$ cat config.mk
export PLATFORM = sky130hd
export DESIGN_NAME = cam_match_reporter_flat
export DESIGN_NICKNAME = d
export VERILOG_FILES = /design/src/rtl/cam_match_reporter_if.sv /design/src/rtl/cam_match_reporter.sv /design/src/flat_wrapper.sv
export SDC_FILE = /design/constraint.sdc
export NUM_CORES = 1
export LEC_CHECK = 0
export ABC_AREA = 1
export BUFFER_PORTS_ARGS = -buffer_cell sky130_fd_sc_hd__buf_2
export CORE_MARGIN = 10
export CORE_UTILIZATION = 50
export CTS_CLUSTER_DIAMETER = 40
export DETAILED_ROUTE_END_ITERATION = 10
export PLACE_DENSITY = 0.73
export SYNTH_ARGS = -nofsm -noshare
export SYNTH_HDL_FRONTEND = slang
export SYNTH_SLANG_ARGS = --single-unit
$ cat constraint.sdc
create_clock -name clk -period 4.6 [get_ports clk]
set_input_delay 0.23 -clock clk [delete_from_list [all_inputs] [get_ports clk]]
set_output_delay 0.23 -clock clk [all_outputs]
set_load 0.01 [all_outputs]
$ cat src/rtl/cam_match_reporter_if.sv
`default_nettype none
// ============================================================================
// Module      : cam_match_reporter_if
// Description : Control, match-vector and index-stream bundle between the
//               CAM match reporter and the logic around it.
// Revision    : 1.0 - initial release
// ============================================================================
interface cam_match_reporter_if #(
    parameter int N_ENTRIES = 16,
    parameter int IDX_W     = 4,
    parameter int CNT_W     = 5
);
    logic                 start_i;
    logic                 flush_i;
    logic [N_ENTRIES-1:0] match_vec_i;
    logic                 out_ready_i;
    logic                 out_valid_o;
    logic [IDX_W-1:0]     out_addr_o;
    logic                 out_last_o;
    logic [CNT_W-1:0]     hit_count_o;
    logic                 no_match_o;
    logic                 busy_o;
    logic                 done_o;

    // Side that issues reports and consumes the index stream
    modport master (
        output start_i, flush_i, match_vec_i, out_ready_i,
        input  out_valid_o, out_addr_o, out_last_o, hit_count_o,
               no_match_o, busy_o, done_o
    );

    // The reporter itself
    modport slave (
        input  start_i, flush_i, match_vec_i, out_ready_i,
        output out_valid_o, out_addr_o, out_last_o, hit_count_o,
               no_match_o, busy_o, done_o
    );
endinterface
`default_nettype wire

$ cat src/rtl/cam_match_reporter.sv
`default_nettype none
// ============================================================================
// Module      : cam_match_reporter
// Description : Captures a CAM match vector on start and streams every hit
//               index (lowest first) over valid/ready, with hit count,
//               no-match flag, busy level and a completion pulse.
// Revision    : 1.0 - initial release
// ============================================================================
module cam_match_reporter #(
    parameter int N_ENTRIES = 16,
    parameter int IDX_W     = 4,
    parameter int CNT_W     = 5
) (
    input  wire logic          clk,
    input  wire logic          rst,
    cam_match_reporter_if.slave bus
);

    localparam logic [1:0] S_IDLE = 2'd0;
    localparam logic [1:0] S_EMIT = 2'd1;
    localparam logic [1:0] S_DONE = 2'd2;

    localparam logic [N_ENTRIES-1:0] c_ONE = N_ENTRIES'(1);

    logic [1:0]           state_q,     state_d;
    logic [N_ENTRIES-1:0] pending_q,   pending_d;
    logic [CNT_W-1:0]     hit_count_q, hit_count_d;
    logic                 no_match_q,  no_match_d;

    logic [IDX_W-1:0]     w_low_idx;
    logic [N_ENTRIES-1:0] w_low_mask;
    logic                 w_single;
    logic [CNT_W-1:0]     w_popcnt;
    logic                 w_vec_zero;

    // Index of the lowest pending hit (highest-to-lowest scan, last write wins)
    always_comb begin
        w_low_idx = '0;
        for (int i = N_ENTRIES - 1; i >= 0; i--) begin
            if (pending_q[i]) begin
                w_low_idx = IDX_W'(i);
            end
        end
    end

    // Two's-complement trick isolates the lowest set bit; clearing the lowest
    // bit leaving zero means exactly one hit remains.
    assign w_low_mask = pending_q & (~pending_q + c_ONE);
    assign w_single   = (pending_q != '0) && ((pending_q & (pending_q - c_ONE)) == '0);
    assign w_vec_zero = (bus.match_vec_i == '0);

    // Population count of the incoming match vector
    always_comb begin
        w_popcnt = '0;
        for (int i = 0; i < N_ENTRIES; i++) begin
            w_popcnt = w_popcnt + CNT_W'(bus.match_vec_i[i]);
        end
    end

    // Next-state logic; flush overrides start and any in-flight accept
    always_comb begin
        state_d     = state_q;
        pending_d   = pending_q;
        hit_count_d = hit_count_q;
        no_match_d  = no_match_q;
        case (state_q)
            S_IDLE: begin
                if (bus.start_i) begin
                    pending_d   = bus.match_vec_i;
                    hit_count_d = w_popcnt;
                    no_match_d  = w_vec_zero;
                    state_d     = w_vec_zero ? S_DONE : S_EMIT;
                end
            end
            S_EMIT: begin
                if (bus.out_ready_i) begin
                    pending_d = pending_q & ~w_low_mask;
                    if (w_single) begin
                        state_d = S_DONE;
                    end
                end
            end
            S_DONE: begin
                state_d = S_IDLE;
            end
            default: begin
                state_d   = S_IDLE;
                pending_d = '0;
            end
        endcase
        if (bus.flush_i) begin
            state_d     = S_IDLE;
            pending_d   = '0;
            hit_count_d = hit_count_q;
            no_match_d  = no_match_q;
        end
    end

    // State and report registers
    always_ff @(posedge clk) begin
        if (rst) begin
            state_q     <= S_IDLE;
            pending_q   <= '0;
            hit_count_q <= '0;
            no_match_q  <= 1'b0;
        end else begin
            state_q     <= state_d;
            pending_q   <= pending_d;
            hit_count_q <= hit_count_d;
            no_match_q  <= no_match_d;
        end
    end

    // Outputs come from registered state only; pending is zero outside EMIT
    assign bus.out_valid_o = (state_q == S_EMIT);
    assign bus.out_addr_o  = w_low_idx;
    assign bus.out_last_o  = (state_q == S_EMIT) && w_single;
    assign bus.hit_count_o = hit_count_q;
    assign bus.no_match_o  = no_match_q;
    assign bus.busy_o      = (state_q != S_IDLE);
    assign bus.done_o      = (state_q == S_DONE);

endmodule
`default_nettype wire

$ cat src/flat_wrapper.sv
// flat-port wrapper written by rule: the top's interface ports become plain ports
module cam_match_reporter_flat 
#(
    parameter int N_ENTRIES = 16,
    parameter int IDX_W     = 4,
    parameter int CNT_W     = 5
)
  (clk, rst, bus_start_i, bus_flush_i, bus_match_vec_i, bus_out_ready_i, bus_out_valid_o, bus_out_addr_o, bus_out_last_o, bus_hit_count_o, bus_no_match_o, bus_busy_o, bus_done_o);
  cam_match_reporter_if #(.N_ENTRIES(N_ENTRIES), .IDX_W(IDX_W), .CNT_W(CNT_W)) bus_i ();
  input  wire logic clk;
  input  wire logic rst;
  input wire logic [$bits(bus_i.start_i)-1:0] bus_start_i;
  input wire logic [$bits(bus_i.flush_i)-1:0] bus_flush_i;
  input wire logic [$bits(bus_i.match_vec_i)-1:0] bus_match_vec_i;
  input wire logic [$bits(bus_i.out_ready_i)-1:0] bus_out_ready_i;
  output wire logic [$bits(bus_i.out_valid_o)-1:0] bus_out_valid_o;
  output wire logic [$bits(bus_i.out_addr_o)-1:0] bus_out_addr_o;
  output wire logic [$bits(bus_i.out_last_o)-1:0] bus_out_last_o;
  output wire logic [$bits(bus_i.hit_count_o)-1:0] bus_hit_count_o;
  output wire logic [$bits(bus_i.no_match_o)-1:0] bus_no_match_o;
  output wire logic [$bits(bus_i.busy_o)-1:0] bus_busy_o;
  output wire logic [$bits(bus_i.done_o)-1:0] bus_done_o;
  assign bus_i.start_i = bus_start_i;
  assign bus_i.flush_i = bus_flush_i;
  assign bus_i.match_vec_i = bus_match_vec_i;
  assign bus_i.out_ready_i = bus_out_ready_i;
  assign bus_out_valid_o = bus_i.out_valid_o;
  assign bus_out_addr_o = bus_i.out_addr_o;
  assign bus_out_last_o = bus_i.out_last_o;
  assign bus_hit_count_o = bus_i.hit_count_o;
  assign bus_no_match_o = bus_i.no_match_o;
  assign bus_busy_o = bus_i.busy_o;
  assign bus_done_o = bus_i.done_o;
  cam_match_reporter #(.N_ENTRIES(N_ENTRIES), .IDX_W(IDX_W), .CNT_W(CNT_W)) u_core (.clk(clk), .rst(rst), .bus(bus_i));
endmodule
# After elaboration in Yosys (flattened, before gate mapping)
# Cells that the tools add are included.
# Widths: inputs -> output; s select.
# classes
bitwise	7
n_addsub	17
muxes	24
reduce_logical	11
eq_ne	5
# op_table
op	n
$add 5x1->5	14
$mux 4	16
$and 16x16->16	3
$pmux 16 s3	1
$logic_not 16->1	2
$mux 16	2
$not 16->16	2
$add 16x1->16 const B	1
$reduce_bool 16->1	1
$sub 16x1->16 const B	1
$reduce_and 3->1	3
$mux 2	4
$ne 2x2->1 const B	2
$pmux 2 s2	1
$add 1x1->2	1
$eq 2x1->1 const B	1
$eq 2x2->1 const B	1
$logic_and 1x1->1	2
$logic_not 2->1	1
$ne 2x1->1 const B	1
$not 1->1	2
$reduce_bool 2->1	1
$reduce_or 2->1	1
# word_totals
wordCells	68
in_bits	21
regBits	24

# Logic depth before layout (Yosys ltp)
# depth
depth_word	16
depth_mapped	15
depth_no_buf	15

# Worst setup path after synthesis
# Ideal clock, no wire load.
# synth_path
path_type	in2reg
from	input bus_match_vec_i[1]
to	register u_core.hit_count_q[4], in the netlist u_core.bus.hit_count_o[4]
path_buffers	0
path_stages	12
arrival_ns	3.503
required_time_ns	4.530
setup_slack_ns	1.028
cell_sequence	inv_1 -> ha_1 -> inv_1 -> fa_1 -> fa_1 -> fa_1 -> fa_1 -> fa_1 -> fa_1 -> nor2_1 -> o21ai_1 -> a21oi_1
# synth_between
elab_chain_len	15
# synth_lines
item	line	rtl
from (decl)	flat_wrapper.sv:14	input wire logic [$bits(bus_i.match_vec_i)-1:0] bus_match_vec_i;
$add 1x1->2	cam_match_reporter.sv:56	w_popcnt = w_popcnt + CNT_W'(bus.match_vec_i[i]);
$add 5x1->5 (14 in a row)	cam_match_reporter.sv:56	
to (signal assigned)	cam_match_reporter.sv:109	hit_count_q <= hit_count_d;
to (decl)	cam_match_reporter.sv:27	logic [CNT_W-1:0] hit_count_q, hit_count_d;
# No other way between the ends.
# A chain may end at the register's enable or synchronous reset.

# Worst setup path after layout
# layout_path
from	input bus_match_vec_i[0]
to	register u_core.hit_count_q[4], in the netlist u_core.bus.hit_count_o[4]
# Same word-level chain as after synthesis.

==> impl_metrics.yaml <==
timing:
  fin_ws_ps: 1050
  rsz0062_at_grt: "no"
  period_needed_ps: 3550
  slew_headroom: 0.560
  whs_ps: 159
  skew_ps: 12.2
  finalSetupViolCount: 0
  tightest_slew_ps: 659
  maxSlewViolCount: 0
  finalSetupTns_ps: 0
  layout_worst_path_cycle_share: 0.772
  finalHoldViolCount: 0
  fmaxAchievable_ghz: 0.282
synth:
  yosysWarningCount: 0
  syn_area_per_cell_um2: 7.33
  async_flop_share: 0
  ys_ff_latch: 24
  syn_area_mm2: 0.00199
  synth_common_cells: "inv_1, nand2_1, nor2_1, dfxtp_1, a21oi_1"
  yosysUniqueCellTypes: 39
  synthesis.nets: 310
  synthTopCellsByArea: "dfxtp_1, fa_1, inv_1"
  synth-edff-count: 0
  synth_seq_area_share: 0.241
  synth_area_leader_cell: "dfxtp_1"
  synth_most_common_cell: "inv_1"
  synth.top_cell.area_share: 0.241
  ys.flop_type: "dfxtp_1"
  syn_inst: 272
global_routing:
  grt_overflow: 0
  grt_pass1_vias: 1931
  antenna_found_initial: 0
  grt_max_degree: 23
  grt_pass1_wl_mm: 8.62
  track_usage: 0.144
floorplan:
  initial_core_util: 0.532
  dieArea_mm2: 0.00691
  die_h_um: 83.1
  io_pins: 35
  rows: 22
  die_w_um: 83.1
  coreArea_mm2: 0.00374
placement:
  gp_congestion: 0.875
  place_ws_ps: 747
  hpwlAfterDp_mm: 4.12
  placed_cells_incl_taps: 349
  io_buffers: 34
critical_path:
  path_class: "input pin to flip-flop"
  critPathRequiredTime_ps: 4810
  r2r_end: "u_core.bus.hit_count_o[3]"
  timing.rr.start: "u_core.state_q[1]"
  worstPathArrival_ps: 3760
  reg2reg_depth: 7
  cp-end-kind: "flip-flop"
  start_kind: "input pin"
  r2r_setup_slack_ps: 2510
  crit_fanout: 3
worst_hold_path:
  hold_start: "rst"
  hp-class: "input pin to flip-flop"
  min_to: "u_core.bus.hit_count_o[4]"
  min_path_cells: 2
clocking:
  post_cts_resized: 0
  htree_levels: 1
  tritoncts: "yes"
  cts_buffer_depth: 2
  ctsHoldBuffers: 0
  cts_sinks: 24
  post-cts-setup-buffer-count: 0
  numCtsBuffers: 3
  clk_pin_slew_ps: 80
  root_buffer: "clkbuf_8"
  clkLatencyLatePin_ps: 280
cells_and_area:
  fin_util: 0.596
  syn_to_final_growth_pct: 11.9
  nets: 344
  diodes: 0
  drive_gt1_frac: 0.226
  final_cell_count_no_fill: 353
pwr:
  leakagePower_nw: 1.10
  power_density_mw_per_mm2: 335
  peakVddDrop_mv: 0.257
detailed_routing:
  wl_per_cell_um: 14.1
  vias: 1879
  drc: 0
  first_iter_violations: 116
  detail_route.vias_per_cell: 5.32
  first_pass_iters: 4
  antenna_left: 0
  finalWirelength_mm: 4.97
run:
  maxCapViolCount: 0
run_status:
  status: "complete, no violations"
## critical path, cell delays in order
cell	delay [ps]
buf_2	100
inv_1	40
ha_1	280
inv_1	70
fa_1	430
fa_1	490
fa_1	530
fa_1	430
fa_1	420
fa_1	410
nor2_1	120
o21ai_1	70
a21oi_1	130
## report_power, final
part           internal (mW)  leakage (nW)  switching [mW]
clock                 0.0768        0.0288          0.0758
sequential             0.224         0.196          0.0137
combinational          0.140         0.875           0.217
## area by class of cell
cell class | instances | area (µm²)
clock buffer | 4 | 55.1
fill | 369 | 1510
inverter | 56 | 220
multi-input combinational | 187 | 1240
sequential | 24 | 480
tap | 48 | 60.1
timing repair buffer | 34 | 170
## state kept, by name, summed over array words and instances (netlist names)
name and flops:
u_core.pending_q 16, u_core.state_q 2, u_core.bus.no_match_o 1, u_core.bus.hit_count_o 5
## cell families (layout without fill, tap and decap cells)
logic type	count (synthesis)	after routing	share of synthesized area
AND/OR/NAND/NOR	111	111	0.261
buffers and inverters	61	94	0.134
AO/OA/AOI/OAI	58	58	0.215
flip-flops	24	24	0.241
adder cells (fa/ha/maj)	17	17	0.144
XOR/XNOR	1	1	0.00440
## metrics by stage
step | total power [mW] | area, µm²
detailed placement | 0.601 | 2180
global route | 0.810 | 2230
global placement | 0.593 | 2180
floorplan | 0.522 | 1990
finish | 0.747 | 2230
CTS | 0.752 | 2230
## worst max path at each step
stage	startpoint	end	slack (ps)	cells after the start
floorplan	bus_match_vec_i[1]	u_core.bus.hit_count_o[4]	1030	12
global placement	bus_match_vec_i[0]	u_core.bus.hit_count_o[4]	830	13
detailed placement	bus_match_vec_i[0]	u_core.bus.hit_count_o[4]	750	13
CTS	bus_match_vec_i[0]	u_core.bus.hit_count_o[4]	1040	13
global route	bus_match_vec_i[0]	u_core.bus.hit_count_o[4]	890	13
finish	bus_match_vec_i[0]	u_core.bus.hit_count_o[4]	1050	13
## cells in the final DEF (no fill, tap or decap), drive strengths merged
master,instances
o22ai,3
inv,56
dfxtp,24
a221oi,7
a21oi,24
o21ai,13
buf,34
or2,1
nor4,1
nand2,50
fa,10
o211ai,2
a21boi,1
clkbuf,4
a211oi,4
o221ai,2
nand4,5
nor3,4
a31oi,1
xor2,1
nand3,14
o221a,1
ha,7
nor2,36
## per-layer routing
metal / global-route usage / up-vias / routed length [µm]
met5: 0 / - / 0
met4: 0.0446 / 0 / 101
met3: 0.0371 / 11 / 269
met2: 0.249 / 45 / 2350
met1: 0.167 / 867 / 2250
li1: - / 956 / -
Note: power is estimated with default switching activity, not from simulation.
